### src/rtl/wb_regfile_sb.sv
// Architectural register file at the writeback boundary: two bypassed read ports,
// a pending-write scoreboard driving the decode stall, and a registered debug read port.
module wb_regfile_sb #(
    parameter  int DATA_WIDTH     = 64,
    parameter  int REG_ADDR_WIDTH = 3,
    localparam int NUM_REGS       = 2**REG_ADDR_WIDTH
) (
    input  logic                      clk,
    input  logic                      reset,
    input  logic                      w_reg_en,
    input  logic [REG_ADDR_WIDTH-1:0] w_reg_1,
    input  logic [DATA_WIDTH-1:0]     w_data,
    input  logic [REG_ADDR_WIDTH-1:0] r_reg_0,
    input  logic [REG_ADDR_WIDTH-1:0] r_reg_1,
    output logic [DATA_WIDTH-1:0]     r_data_0,
    output logic [DATA_WIDTH-1:0]     r_data_1,
    input  logic                      issue_en,
    input  logic                      issue_uses_0,
    input  logic                      issue_uses_1,
    input  logic                      issue_wr,
    input  logic [REG_ADDR_WIDTH-1:0] issue_dst,
    output logic                      stall,
    output logic [NUM_REGS-1:0]       pending_o,
    output logic                      stray_wb_o,
    input  logic [REG_ADDR_WIDTH-1:0] dbg_addr,
    output logic [DATA_WIDTH-1:0]     dbg_data,
    output logic [15:0]               stall_cnt
);

    logic [DATA_WIDTH-1:0] r_regs [NUM_REGS];
    logic [NUM_REGS-1:0]   w_clr_mask;
    logic [NUM_REGS-1:0]   w_set_mask;
    logic [NUM_REGS-1:0]   w_eff_pend;
    logic                  w_stall;
    logic                  w_accept;

    // Writeback clears its destination bit; this also lets a same-cycle producer unblock consumers
    always_comb begin
        w_clr_mask = '0;
        if (w_reg_en) begin
            w_clr_mask[w_reg_1] = 1'b1;
        end else begin
            w_clr_mask = '0;
        end
    end

    assign w_eff_pend = pending_o & ~w_clr_mask;
    assign w_stall    = issue_en & ((issue_uses_0 & w_eff_pend[r_reg_0]) |
                                    (issue_uses_1 & w_eff_pend[r_reg_1]) |
                                    (issue_wr     & w_eff_pend[issue_dst]));
    assign w_accept   = issue_en & issue_wr & ~w_stall;
    assign stall      = w_stall;

    // Accepted writer marks its destination pending
    always_comb begin
        w_set_mask = '0;
        if (w_accept) begin
            w_set_mask[issue_dst] = 1'b1;
        end else begin
            w_set_mask = '0;
        end
    end

    // Operand read ports with same-cycle writeback bypass
    always_comb begin
        if (w_reg_en && (w_reg_1 == r_reg_0)) begin
            r_data_0 = w_data;
        end else begin
            r_data_0 = r_regs[r_reg_0];
        end
        if (w_reg_en && (w_reg_1 == r_reg_1)) begin
            r_data_1 = w_data;
        end else begin
            r_data_1 = r_regs[r_reg_1];
        end
    end

    // Register array storage
    always_ff @(posedge clk or posedge reset) begin
        if (reset) begin
            for (int i = 0; i < NUM_REGS; i++) begin
                r_regs[i] <= '0;
            end
        end else if (w_reg_en) begin
            r_regs[w_reg_1] <= w_data;
        end
    end

    // Scoreboard, stray flag, debug capture and stall counter
    always_ff @(posedge clk or posedge reset) begin
        if (reset) begin
            pending_o  <= '0;
            stray_wb_o <= 1'b0;
            dbg_data   <= '0;
            stall_cnt  <= 16'd0;
        end else begin
            // set is ORed after the clear so a coincident re-issue keeps the bit
            pending_o <= (pending_o & ~w_clr_mask) | w_set_mask;
            if (w_reg_en && !pending_o[w_reg_1]) begin
                stray_wb_o <= 1'b1;
            end
            dbg_data <= r_regs[dbg_addr];
            if (w_stall && (stall_cnt != 16'hFFFF)) begin
                stall_cnt <= stall_cnt + 16'd1;
            end
        end
    end

endmodule

### config.mk
export PLATFORM = sky130hd
export DESIGN_NAME = wb_regfile_sb
export DESIGN_NICKNAME = d
export VERILOG_FILES = /design/src/rtl/wb_regfile_sb.sv
export SDC_FILE = /design/constraint.sdc
export NUM_CORES = 1
export LEC_CHECK = 0
export CORE_MARGIN = 1
export CORE_UTILIZATION = 57
export CTS_CLUSTER_DIAMETER = 120
export DETAILED_ROUTE_END_ITERATION = 10
export PLACE_DENSITY = 0.79
export SLEW_MARGIN = 30
export SYNTH_ARGS = -nofsm -noshare
export SYNTH_HDL_FRONTEND = slang
export SYNTH_SLANG_ARGS = --single-unit
### constraint.sdc
create_clock -name clk -period 23.5 [get_ports clk]
set_input_delay 4.7 -clock clk [delete_from_list [all_inputs] [get_ports clk]]
set_output_delay 4.7 -clock clk [all_outputs]
set_load 0.02 [all_outputs]
# Word level (Yosys, flattened, before mapping)
# Cells that the tools add are included.
dict set report word_totals {
  latch_bits 0
  mem_bits_rw 0
  memories 0
  in_bits 86
  romBits 0
  regBits 601
  output_inout_bits 218
  word_cells 79
}
dict set report op_classes {
  order_cmp 11
  mux 28
  bitwise_logic 16
  eq_ne 3
  n_reduce_logical 8
  div_mod_pow 0
  addsub 1
  n_shift 0
  multipliers 0
}
# op count
set op_table {}
lappend op_table {{$bmux W64 S3} 3}
lappend op_table {{$mux W64} 9}
lappend op_table {{$bwmux W512} 1}
lappend op_table {{$demux W64 S3} 1}
lappend op_table {{$add A16 B1 Y16 const B} 1}
lappend op_table {{$ge A4 B4 Y1 const B} 4}
lappend op_table {{$lt A3 B4 Y1 const B} 4}
lappend op_table {{$mux W8} 2}
lappend op_table {{$ne A16 B16 Y1 const B} 1}
lappend op_table {{$not A3 Y4} 4}
lappend op_table {{$bmux W1 S3} 4}
lappend op_table {{$and A8 B8 Y8} 1}
lappend op_table {{$not A8 Y8} 1}
lappend op_table {{$or A8 B8 Y8} 1}
lappend op_table {{$logic_and A1 B1 Y1} 7}
lappend op_table {{$and A1 B1 Y1} 6}
lappend op_table {{$demux W1 S3} 2}
lappend op_table {{$eq A3 B3 Y1} 2}
lappend op_table {{$ge A3 B1 Y1 const B} 2}
lappend op_table {{$mux W1} 6}
lappend op_table {{$lt A4 B1 Y1 const B} 1}
lappend op_table {{$or A1 B1 Y1} 2}
lappend op_table {{$logic_not A1 Y1} 1}
lappend op_table {{$not A1 Y1} 1}

# Logic depth before layout (Yosys ltp)
# Gate-level depths: netlist of the first run.
dict set report logic_depth {
  word_depth 17
  depth_mapped 9
  mapped_depth_nobuf 7
}

# Worst setup path before layout of the first run
# OpenSTA, ideal clock, no wires.
dict set report synth_path {
  kind {input-to-output}
  startpoint {input r_reg_0[0]}
  endpoint {output r_data_0[10]}
  n_path_buf 4
  path_slack_ns 12.520
  path_stages 8
  required_ns 18.800
  t_arrival_ns 6.280
  path_cell_list {buf_2 > buf_2 > xnor2_1 > nand4_1 > clkbuf_1 > clkbuf_1 > nor2_1 > a21oi_1}
}
dict set report synth_between {
  elab_chain_len 5
  elab_cells_between_ends 7
  classes_between {eq/ne (1); mux (4); bitwise (1); reduce/logical (1)}
}
# item line_no
set synth_lines {}
lappend synth_lines {{from (decl)} 13} ;# input logic [REG_ADDR_WIDTH-1:0] r_reg_0,
lappend synth_lines {{$not A3 Y4 (not written as such)} 69} ;# r_data_0 = r_regs[r_reg_0];
lappend synth_lines {{$bmux W64 S3} 69}
lappend synth_lines {{$mux W64 (not written as such) (2 in series)} 69}
lappend synth_lines {{$mux W64 (*)} 66} ;# if (w_reg_en && (w_reg_1 == r_reg_0)) begin
lappend synth_lines {{to (decl)} 15} ;# output logic [DATA_WIDTH-1:0] r_data_0,
# Every way passes the cells marked *; elsewhere a longest branch is shown, timed or not. The select of a mux whose other input is x is not followed.

# Worst setup path after layout of the first run
dict set report layout_path {
  startpoint {input w_reg_1[1]}
  endpoint {output r_data_0[34]}
}
dict set report layout_between {
  elab_chain_len 3
}
# item line_no
set layout_lines {}
lappend layout_lines {{from (decl)} 11} ;# input logic [REG_ADDR_WIDTH-1:0] w_reg_1,
lappend layout_lines {{$eq A3 B3 Y1} 66}
lappend layout_lines {{$logic_and A1 B1 Y1} 66}
lappend layout_lines {{$mux W64} 66}
# Every way passes these cells.

==> flow_results.org, run 1 <==
** Timing
- Clock tree skew after final layout :: 0.0328 ns
- Shortest clock period the worst path allows after layout :: 12.97 ns
- Derived from the worst setup path, the maximum achievable clock frequency is 0.0771 GHz.
- Setup violations remaining at the end of the flow were counted as 0.
- Fin worst setup slack :: 10.53 ns
- Final Max Tran Viols :: 0
- The final critical path takes up 55.2% of the cycle.
- The final hold violation count was 0.
- Post-Route Setup TNS :: 0 ns
- Relative slew margins :: 31.6%
- Slew at the pin closest to its max-slew limit :: 1.03 ns
- RSZ-0062 raised after global routing :: no

** Clock network
- Number of H-tree branching levels :: 3
- Post-CTS setup buffers :: 0
- TritonCTS built the clock tree.
- Counting the buffers created by CTS gives 69.
- Number of buffers on the longest clock path :: 3
- Counting every sink on the clock net gives 601.
- Clock-pin slew reported for the worst setup and hold paths after clock tree synthesis :: 0.06 ns
- The tree is rooted in a sky130_fd_sc_hd__clkbuf_16.
- CTS resizes :: 0
- Count of hold-fix buffers inserted at cts :: 0
- At the later pin of the worst-skew pair, clock insertion delay measures 0.60 ns.

** Detailed routing
- Routed Antenna Nets :: 0
- The routed layout has 23383 vias.
- In this run, the number of DRC markers left after iteration 0 of detailed routing was 2202.
- The pre-antenna-repair detailed-routing pass consisted of 6 iterations.
- Wirelength, routed :: 95.7 mm
- For this run, design rule violations remaining after detail routing come to 0.
- Dividing the detail-routed via count by the number of cells gives 6.78.
- Detail-routed net length per standard cell :: 27.7 µm

** GRT
- Entering global routing, the biggest net connects 179 pins.
- Gr usage total :: 31.5%
- The first global-routing pass estimated 148 mm of wire.
- The initial antenna violation count is 1.
- Total congestion overflow after global routing :: 0
- Via count of the first global-routing pass :: 24650

** Setup path
- Critical Path End Type :: output pin
- Cells on worst reg2reg path :: 7
- At the worst endpoint, the required time is 18.80 ns.
- Classification of the worst setup path :: in -> out
- Peak fanout along the critical path :: 70
- Gate family responsible for the most delay along the worst path :: buffers and inverters
- Traced cell by cell, the critical path runs through clkdlybuf4s50_1 > xnor2_1 > nand4_1 > buf_4 > buf_4 > nor2_1 > a21oi_1 > clkdlybuf4s50_1.
- For this design, the slowest cell found on the critical path is sky130_fd_sc_hd__clkdlybuf4s50_1.
- The worst register-to-register path ends at stall_cnt[12]$_DFFE_PP0P_.
- STA classifies the critical path startpoint as an input port.
- The largest single stage delay on the critical path is 0.92 ns.
- In this run the critical register-to-register path is launched from pending_o[0]$_DFF_PP0_.
- Setup slack on the worst reg-to-reg path comes out at 21.38 ns.
- Number of buffers and inverters on the critical path :: 4
- For the worst setup path, the data arrival time is 8.27 ns.

** Logic synthesis
- The cell area that synthesis handed to floorplanning was 34700 µm².
- Most instantiated cells after synthesis :: 601 x sky130_fd_sc_hd__dfrtp_1, 512 x sky130_fd_sc_hd__mux2_2, 386 x sky130_fd_sc_hd__mux4_2, 204 x sky130_fd_sc_hd__nand2_1, 157 x sky130_fd_sc_hd__clkbuf_1
- Proportion of synthesized flip-flops having asynchronous set or reset :: 100%
- Most used DFF post-synth :: sky130_fd_sc_hd__dfrtp_1
- Number of storage elements in the synthesis netlist :: 601
- Synth Area per Inst :: 14.0 µm²
- Library cell with the highest instance count after synthesis :: sky130_fd_sc_hd__dfrtp_1
- Summing the sequential cell areas from Yosys gives 43.3% of the chip area.
- In this run, synthesis inferred 0 flip-flops with an integrated enable.
- Synthesis handed over a netlist of 2486 instances.
- By area the synthesized netlist is led by sky130_fd_sc_hd__dfrtp_1 43%, sky130_fd_sc_hd__mux4_2 25%, sky130_fd_sc_hd__mux2_2 17%, sky130_fd_sc_hd__mux2i_1 3.7%, sky130_fd_sc_hd__nand2_1 2.2%.
- The biggest area contributor in the post-synthesis netlist is sky130_fd_sc_hd__dfrtp_1.
- The share of synthesized area in the top cell type comes to 43.3%.
- Synthesis produced a netlist with a net count of 2573.
- Synth cell types :: 48
- Count of yosys warnings during synthesis :: 0

** Run
- Max Cap Violations :: 0

** Finish
- The area growth from synthesis to layout is 16.2%.
- Post-route insts no fill :: 3450
- Of the cells placed in the final design, the portion with a size suffix greater than 1 is 39.7%.
- Final layout net count :: 2710
- Finished Cell Area :: 40300 µm²
- Utilization of the core after routing :: 67.0%

** Floorplanning
- The die covers 61900 µm².
- During I/O placement, the number of pins put on the boundary was 304.
- The floorplan step set the die height to 249 µm.
- Row generation in the floorplan step produced 90 rows.
- Placeable Area :: 60200 µm²
- Once the floorplan was initialized, standard cells occupied 57.6% of the core.
- Die Span X :: 249 µm

** Placement
- The number of placed instances, taps included, is 3331.
- DP Worst Slack :: 10.41 ns
- Detailed placer's ending HPWL :: 54.7 mm
- Port Buffer Count :: 303
- Last weighted congestion value of the routability-driven placer :: 0.806
- Summing all placed instances gives a cell area of 38000 µm².

** Worst hold path
- WHS Path Cells :: 1
- Worst Hold End :: stray_wb_o$_DFFE_PP0P_
- Launch instance of the worst min-delay path :: stray_wb_o$_DFFE_PP0P_
- Path class of the lowest-slack min-delay path :: reg -> reg

** Power and ir drop
- The analysis attributes to cell leakage a power of 16.6 nW.
- PD cells :: 92.8 nW/µm²
- Largest vdd supply drop :: 0.0000670 V

** Run status
- The run finished with clean final reports.
[layer usage]
layer	up-vias	track usage (%)	wire length, µm
met2	1128	51.4	47700
met4	2	15.2	3930
li1	9707	-	-
met5	-	0	13
met3	251	5.46	7270
met1	12295	41.2	36800
[power by group]
part           internal [mW]  switching [mW]  leakage (nW)
clock                  0.672           0.428          1.14
sequential              1.27           0.213          7.29
combinational          0.664           0.500          8.16
[cell type report]
class,instances,area [µm²]
repair buffers,339,3400
clock buffers,101,2070
fillers,4057,19900
diodes,1,2.50
inverters,7,38.8
clock inverters,14,228
well taps,782,978
flip-flops and latches,601,15000
multi-input cells,1605,18600
[stage by stage]
| step | total power [mW] | hold WS (ns) |
|---|---|---|
| final | 3.74 | 0.465 |
| after global routing | 3.90 | 0.496 |
| after global placement | 2.58 | 0.441 |
| after detailed placement | 2.64 | 0.454 |
| after CTS | 3.75 | 0.465 |
| after floorplan | 2.21 | 0.474 |
[flip-flops by register name, indices dropped and copies added (netlist names)]
signal      cells
dbg_data       64
stray_wb_o      1
r_regs        512
stall_cnt      16
pending_o       8
[layout by cell type, fill, tap and decap left out, types with 8 or more instances in the layout]
cell type,n
sky130_fd_sc_hd__nand2_1,204
sky130_fd_sc_hd__mux2_2,512
sky130_fd_sc_hd__nor2_1,132
sky130_fd_sc_hd__xnor2_1,19
sky130_fd_sc_hd__o21ai_1,10
sky130_fd_sc_hd__buf_4,28
sky130_fd_sc_hd__clkdlybuf4s50_1,296
sky130_fd_sc_hd__mux4_2,386
sky130_fd_sc_hd__nand4_1,16
sky130_fd_sc_hd__clkbuf_1,12
sky130_fd_sc_hd__clkbuf_16,71
sky130_fd_sc_hd__mux2i_1,130
sky130_fd_sc_hd__and3_1,8
sky130_fd_sc_hd__clkbuf_8,21
sky130_fd_sc_hd__buf_6,8
sky130_fd_sc_hd__a21oi_1,129
sky130_fd_sc_hd__nand3_1,12
sky130_fd_sc_hd__dfrtp_1,601
[worst max path at each step]
stage                    start                     to  slack [ns]  cells past startpoint
floorplan                reset  dbg_data[0]$_DFF_PP0_        1.98                      1
global placement    w_reg_1[1]                  stall       10.56                      8
detailed placement  w_reg_1[1]                  stall       10.41                      8
CTS                 w_reg_1[1]                  stall       10.40                      8
global route        w_reg_1[1]           r_data_0[34]       10.33                      8
finish              w_reg_1[1]           r_data_0[34]       10.53                      8
[logic make-up (layout without fill, tap and decap cells)]
logic type	Yosys count	after routing	synth area share, %
simple gates	400	400	5.02
flops	601	601	43.3
xor+xnor	19	19	0.479
fa+ha+maj	1	1	0.0360
other cells	0	1	0
compound gates	155	155	2.40
buf+inv	280	461	3.29
mux	1030	1030	45.5
Power figures use the tool's default switching activity.
==> run 2, diff against run 1 <==
--- a/config.mk
+++ b/config.mk
@@ -6,10 +6,10 @@
 export NUM_CORES = 1
 export LEC_CHECK = 0
 export CORE_MARGIN = 1
-export CORE_UTILIZATION = 57
+export CORE_UTILIZATION = 53
 export CTS_CLUSTER_DIAMETER = 120
 export DETAILED_ROUTE_END_ITERATION = 10
-export PLACE_DENSITY = 0.79
+export PLACE_DENSITY = 0.77
 export SLEW_MARGIN = 30
 export SYNTH_ARGS = -nofsm -noshare
 export SYNTH_HDL_FRONTEND = slang
==> constraint.sdc (replaced) <==
create_clock -name clk -period 11.21 [get_ports clk]
set_input_delay 2.242 -clock clk [delete_from_list [all_inputs] [get_ports clk]]
set_output_delay 2.242 -clock clk [all_outputs]
set_load 0.02 [all_outputs]
==> flow_results.org, run 2 (same netlist as run 1, synthesis figures left out) <==
** Run status
- Result of the run :: completed

** Setup path
- The critical path buffer and inverter count is 2 (-2).
- The worst register-to-register path ends at stall_cnt[1]$_DFFE_PP0P_.
- Destination of the critical timing path :: stall
- The number of logic stages on the critical path including buffering is 8 (unchanged).
- The data arrival time of the critical path came to 5.89 ns (-2.38 ns).
- The most numerous cell type found on the critical path is sky130_fd_sc_hd__clkdlybuf4s50_1.
- The worst setup path is launched from an input port.
- The worst setup path is of the in -> out kind.
- The worst-case register-to-register setup slack is 9.04 ns (-12.34 ns).
- Critical Path Slowest Stage Cell :: sky130_fd_sc_hd__clkdlybuf4s50_1
- The critical path goes through clkdlybuf4s50_1 > nand4b_4 > a311oi_1 > o21ai_1 > nand4_1 > nand4_4 > and2_1 > clkdlybuf4s50_1.
- Critical Path End Type :: output pin
- Gate family responsible for the most delay along the worst path :: simple AND/OR/NAND/NOR gates
- The worst register-to-register path begins at pending_o[0]$_DFF_PP0_.
- The critical path starts at w_reg_1[1].
- Data required time of the worst path :: 8.97 ns (-9.83 ns)
- The peak fanout along the critical path is 29 (-59%).
- The highest cell delay on the worst timing path is 0.94 ns (+0.02 ns).
- Cells on worst reg2reg path :: 7 (unchanged)

** Clock network
- The TritonCTS buffer count is 67 (-2.9%).
- Number of buffers on the longest clock path :: 3 (unchanged)
- The TritonCTS sink count was 601 (unchanged).
- Clock-pin slew reported for the worst setup and hold paths after clock tree synthesis :: 0.06 ns (about the same)
- Worst-skew pair later-pin latency :: 0.60 ns (about the same)
- TritonCTS built the clock tree.
- The post-CTS setup repair buffer count is 0 (unchanged).
- The number of buffers inserted by hold repair at cts was 0 (unchanged).
- Number of H-tree branching levels :: 3 (unchanged)
- CTS root buffer :: sky130_fd_sc_hd__clkbuf_16
- The count of instances resized after the clock tree is built came to 0 (unchanged).

** Power and ir drop
- PD cells :: 191 nW/µm² (+110%)
- The static power due to leakage is 16.6 nW (-0.20%).
- The total power came to 7.73 mW (+110%).
- The maximum vdd drop was 0.000122 V (+82%).

** Detailed routing
- The remaining antenna violation count was 0 (unchanged).
- The number of search-and-repair iterations in the first detailed-routing pass came to 7 (+1).
- Count of vias placed by the detailed router :: 23585 (+0.86%)
- Detail-routed net length per standard cell :: 27.7 µm (-0.15%)
- DR DRC count :: 0 (unchanged)
- The overall routed net length is 97.8 mm (+2.2%).
- The count of routing violations after the opening detailed-route iteration was 2305 (+4.7%).
- Ratio of routed vias to standard cells :: 6.68 (-1.4%)

** GRT
- The largest net degree at the start of global routing came to 182 (+1.7%).
- The via count of the first global-routing pass was 24700 (+0.20%).
- Initial antenna violation count :: 11 (+10)
- Total congestion overflow after global routing :: 0 (unchanged)
- Global-route wire length before repair :: 151 mm (+2.2%)
- Gr usage total :: 29.9% (-1.6 points)

** Finish
- Final layout net count :: 2712 (+0.074%)
- The area added between synthesis and finish was 16.3% (about the same).
- The top cell types in the final layout, fill and taps aside, are 601 x sky130_fd_sc_hd__dfrtp_1, 512 x sky130_fd_sc_hd__mux2_2, 386 x sky130_fd_sc_hd__mux4_2.
- Utilization of the core after routing :: 62.5% (-4.5 points)
- The library cell used most frequently in the layout, excluding fill and tap cells, is sky130_fd_sc_hd__dfrtp_1.
- Share of cells above drive strength 1 :: 39.9% (+0.17 points)
- Largest register FFs :: 512 (unchanged)
- Most flops, register :: r_regs
- Leading registers by flop count :: r_regs (512), dbg_data (64), stall_cnt (16)

** Timing
- Timing would allow up to 0.123 GHz.
- Fin worst setup slack :: 3.08 ns (-7.45 ns)
- Final count of negative-setup-slack endpoints :: 0 (unchanged)
- Final Hold Violating Endpoints :: 0 (unchanged)
- The final-report max-slew violation count came to 0 (unchanged).
- The worst path needs 8.13 ns of the cycle, external delays included.
- The worst-case clock skew came to 0.0235 ns (-0.00932 ns).
- After layout, the worst path uses 72.5% of the clock period.
- RSZ-0062 raised after global routing :: no
- Slew at the pin closest to its max-slew limit :: 1.02 ns (-0.00266 ns)
- Hold Slack :: 0.499 ns (+0.0336 ns)
- The setup TNS after final layout is 0 ns (unchanged).
- The remaining max-slew budget at the tightest pin came to 31.8% (+0.18 points).

** Placement
- The weighted congestion reported at the end of routability-driven placement was 0.842 (+4.4%).
- The post-place setup slack is 3.12 ns (-7.29 ns).
- The port buffer count came to 303 (unchanged).
- Detailed placer's ending HPWL :: 57.0 mm (+4.3%)

** Floorplanning
- Number of core rows :: 93 (+3.3%)
- Die Span X :: 258 µm (+3.7%)
- IO Pins :: 304 (unchanged)
- The initial standard-cell utilization of the core was 53.8% (-3.9 points).
- Placeable Area :: 64600 µm² (+7.2%)
- The area enclosed by the die boundary is 66500 µm² (+7.5%).
- Vertical extent of the die :: 258 µm (+3.7%)

** Run
- The number of max-cap violations is 0 (unchanged).

** Worst hold path
- Path class of the lowest-slack min-delay path :: reg -> reg
- Launch instance of the worst min-delay path :: stall_cnt[4]$_DFFE_PP0P_
run 2: cell count changes in the layout (fill, tap and decap cells not counted), moves of 2 or more:
cell,previous run,this run
sky130_fd_sc_hd__clkinv_4,0,2
sky130_fd_sc_hd__clkbuf_16,71,69
sky130_fd_sc_hd__clkinvlp_4,0,3
sky130_fd_sc_hd__clkinv_2,6,11
sky130_fd_sc_hd__buf_6,8,10
sky130_fd_sc_hd__bufinv_16,6,2
run 2: worst min path at each step:
stage                                           end  slack (ns)  cells after the start
after detailed placement   stall_cnt[4]$_DFFE_PP0P_        0.49                      1
final                      stall_cnt[4]$_DFFE_PP0P_        0.50                      1
after CTS                  stall_cnt[4]$_DFFE_PP0P_        0.50                      1
after global placement     stall_cnt[9]$_DFFE_PP0P_        0.48                      1
after floorplan             r_regs[326]$_DFFE_PP0P_        0.47                      2
after global routing      stall_cnt[10]$_DFFE_PP0P_        0.52                      1
run 2: layer usage:
layer / GRT usage (%) / routed length, µm
met4: 9.65 / 2630
met1: 40.6 / 38500
met3: 7.03 / 9030
met2: 47.8 / 47500
met5: 0 / 122
run 2: worst reg2reg max path, stage by stage (launching register included):
cell                      delay, ns
sky130_fd_sc_hd__dfrtp_1       0.42
sky130_fd_sc_hd__inv_1         0.11
sky130_fd_sc_hd__o32a_1        0.35
sky130_fd_sc_hd__a32oi_1       0.19
sky130_fd_sc_hd__nand4_1       0.18
sky130_fd_sc_hd__nand4_4       0.29
sky130_fd_sc_hd__nand3_2       0.16
sky130_fd_sc_hd__mux2_1        0.34
run 2: final cells by class:
| class | count | area (µm²) |
|---|---|---|
| diodes | 2 | 5.00 |
| clock buffers | 98 | 2020 |
| clock inverters | 19 | 165 |
| fillers | 4743 | 24200 |
| inverters | 7 | 35.0 |
| multi-input cells | 1605 | 18600 |
| flip-flops and latches | 601 | 15000 |
| well taps | 855 | 1070 |
| repair buffers | 343 | 3450 |
run 2: power breakdown:
part           total (mW)  switching, mW  internal, mW  leakage (nW)
clock network        2.20          0.903          1.29          1.08
logic                2.44           1.05          1.39          8.18
registers            3.09          0.438          2.65          7.29
total                7.73           2.39          5.34          16.6
run 2: metrics by stage:
step | std cells | area, µm²
after floorplan | 2486 | 34700
after global placement | 3409 | 38100
after detailed placement | 3409 | 38100
after CTS | 3526 | 40300
after global routing | 3529 | 40400
final | 3530 | 40400
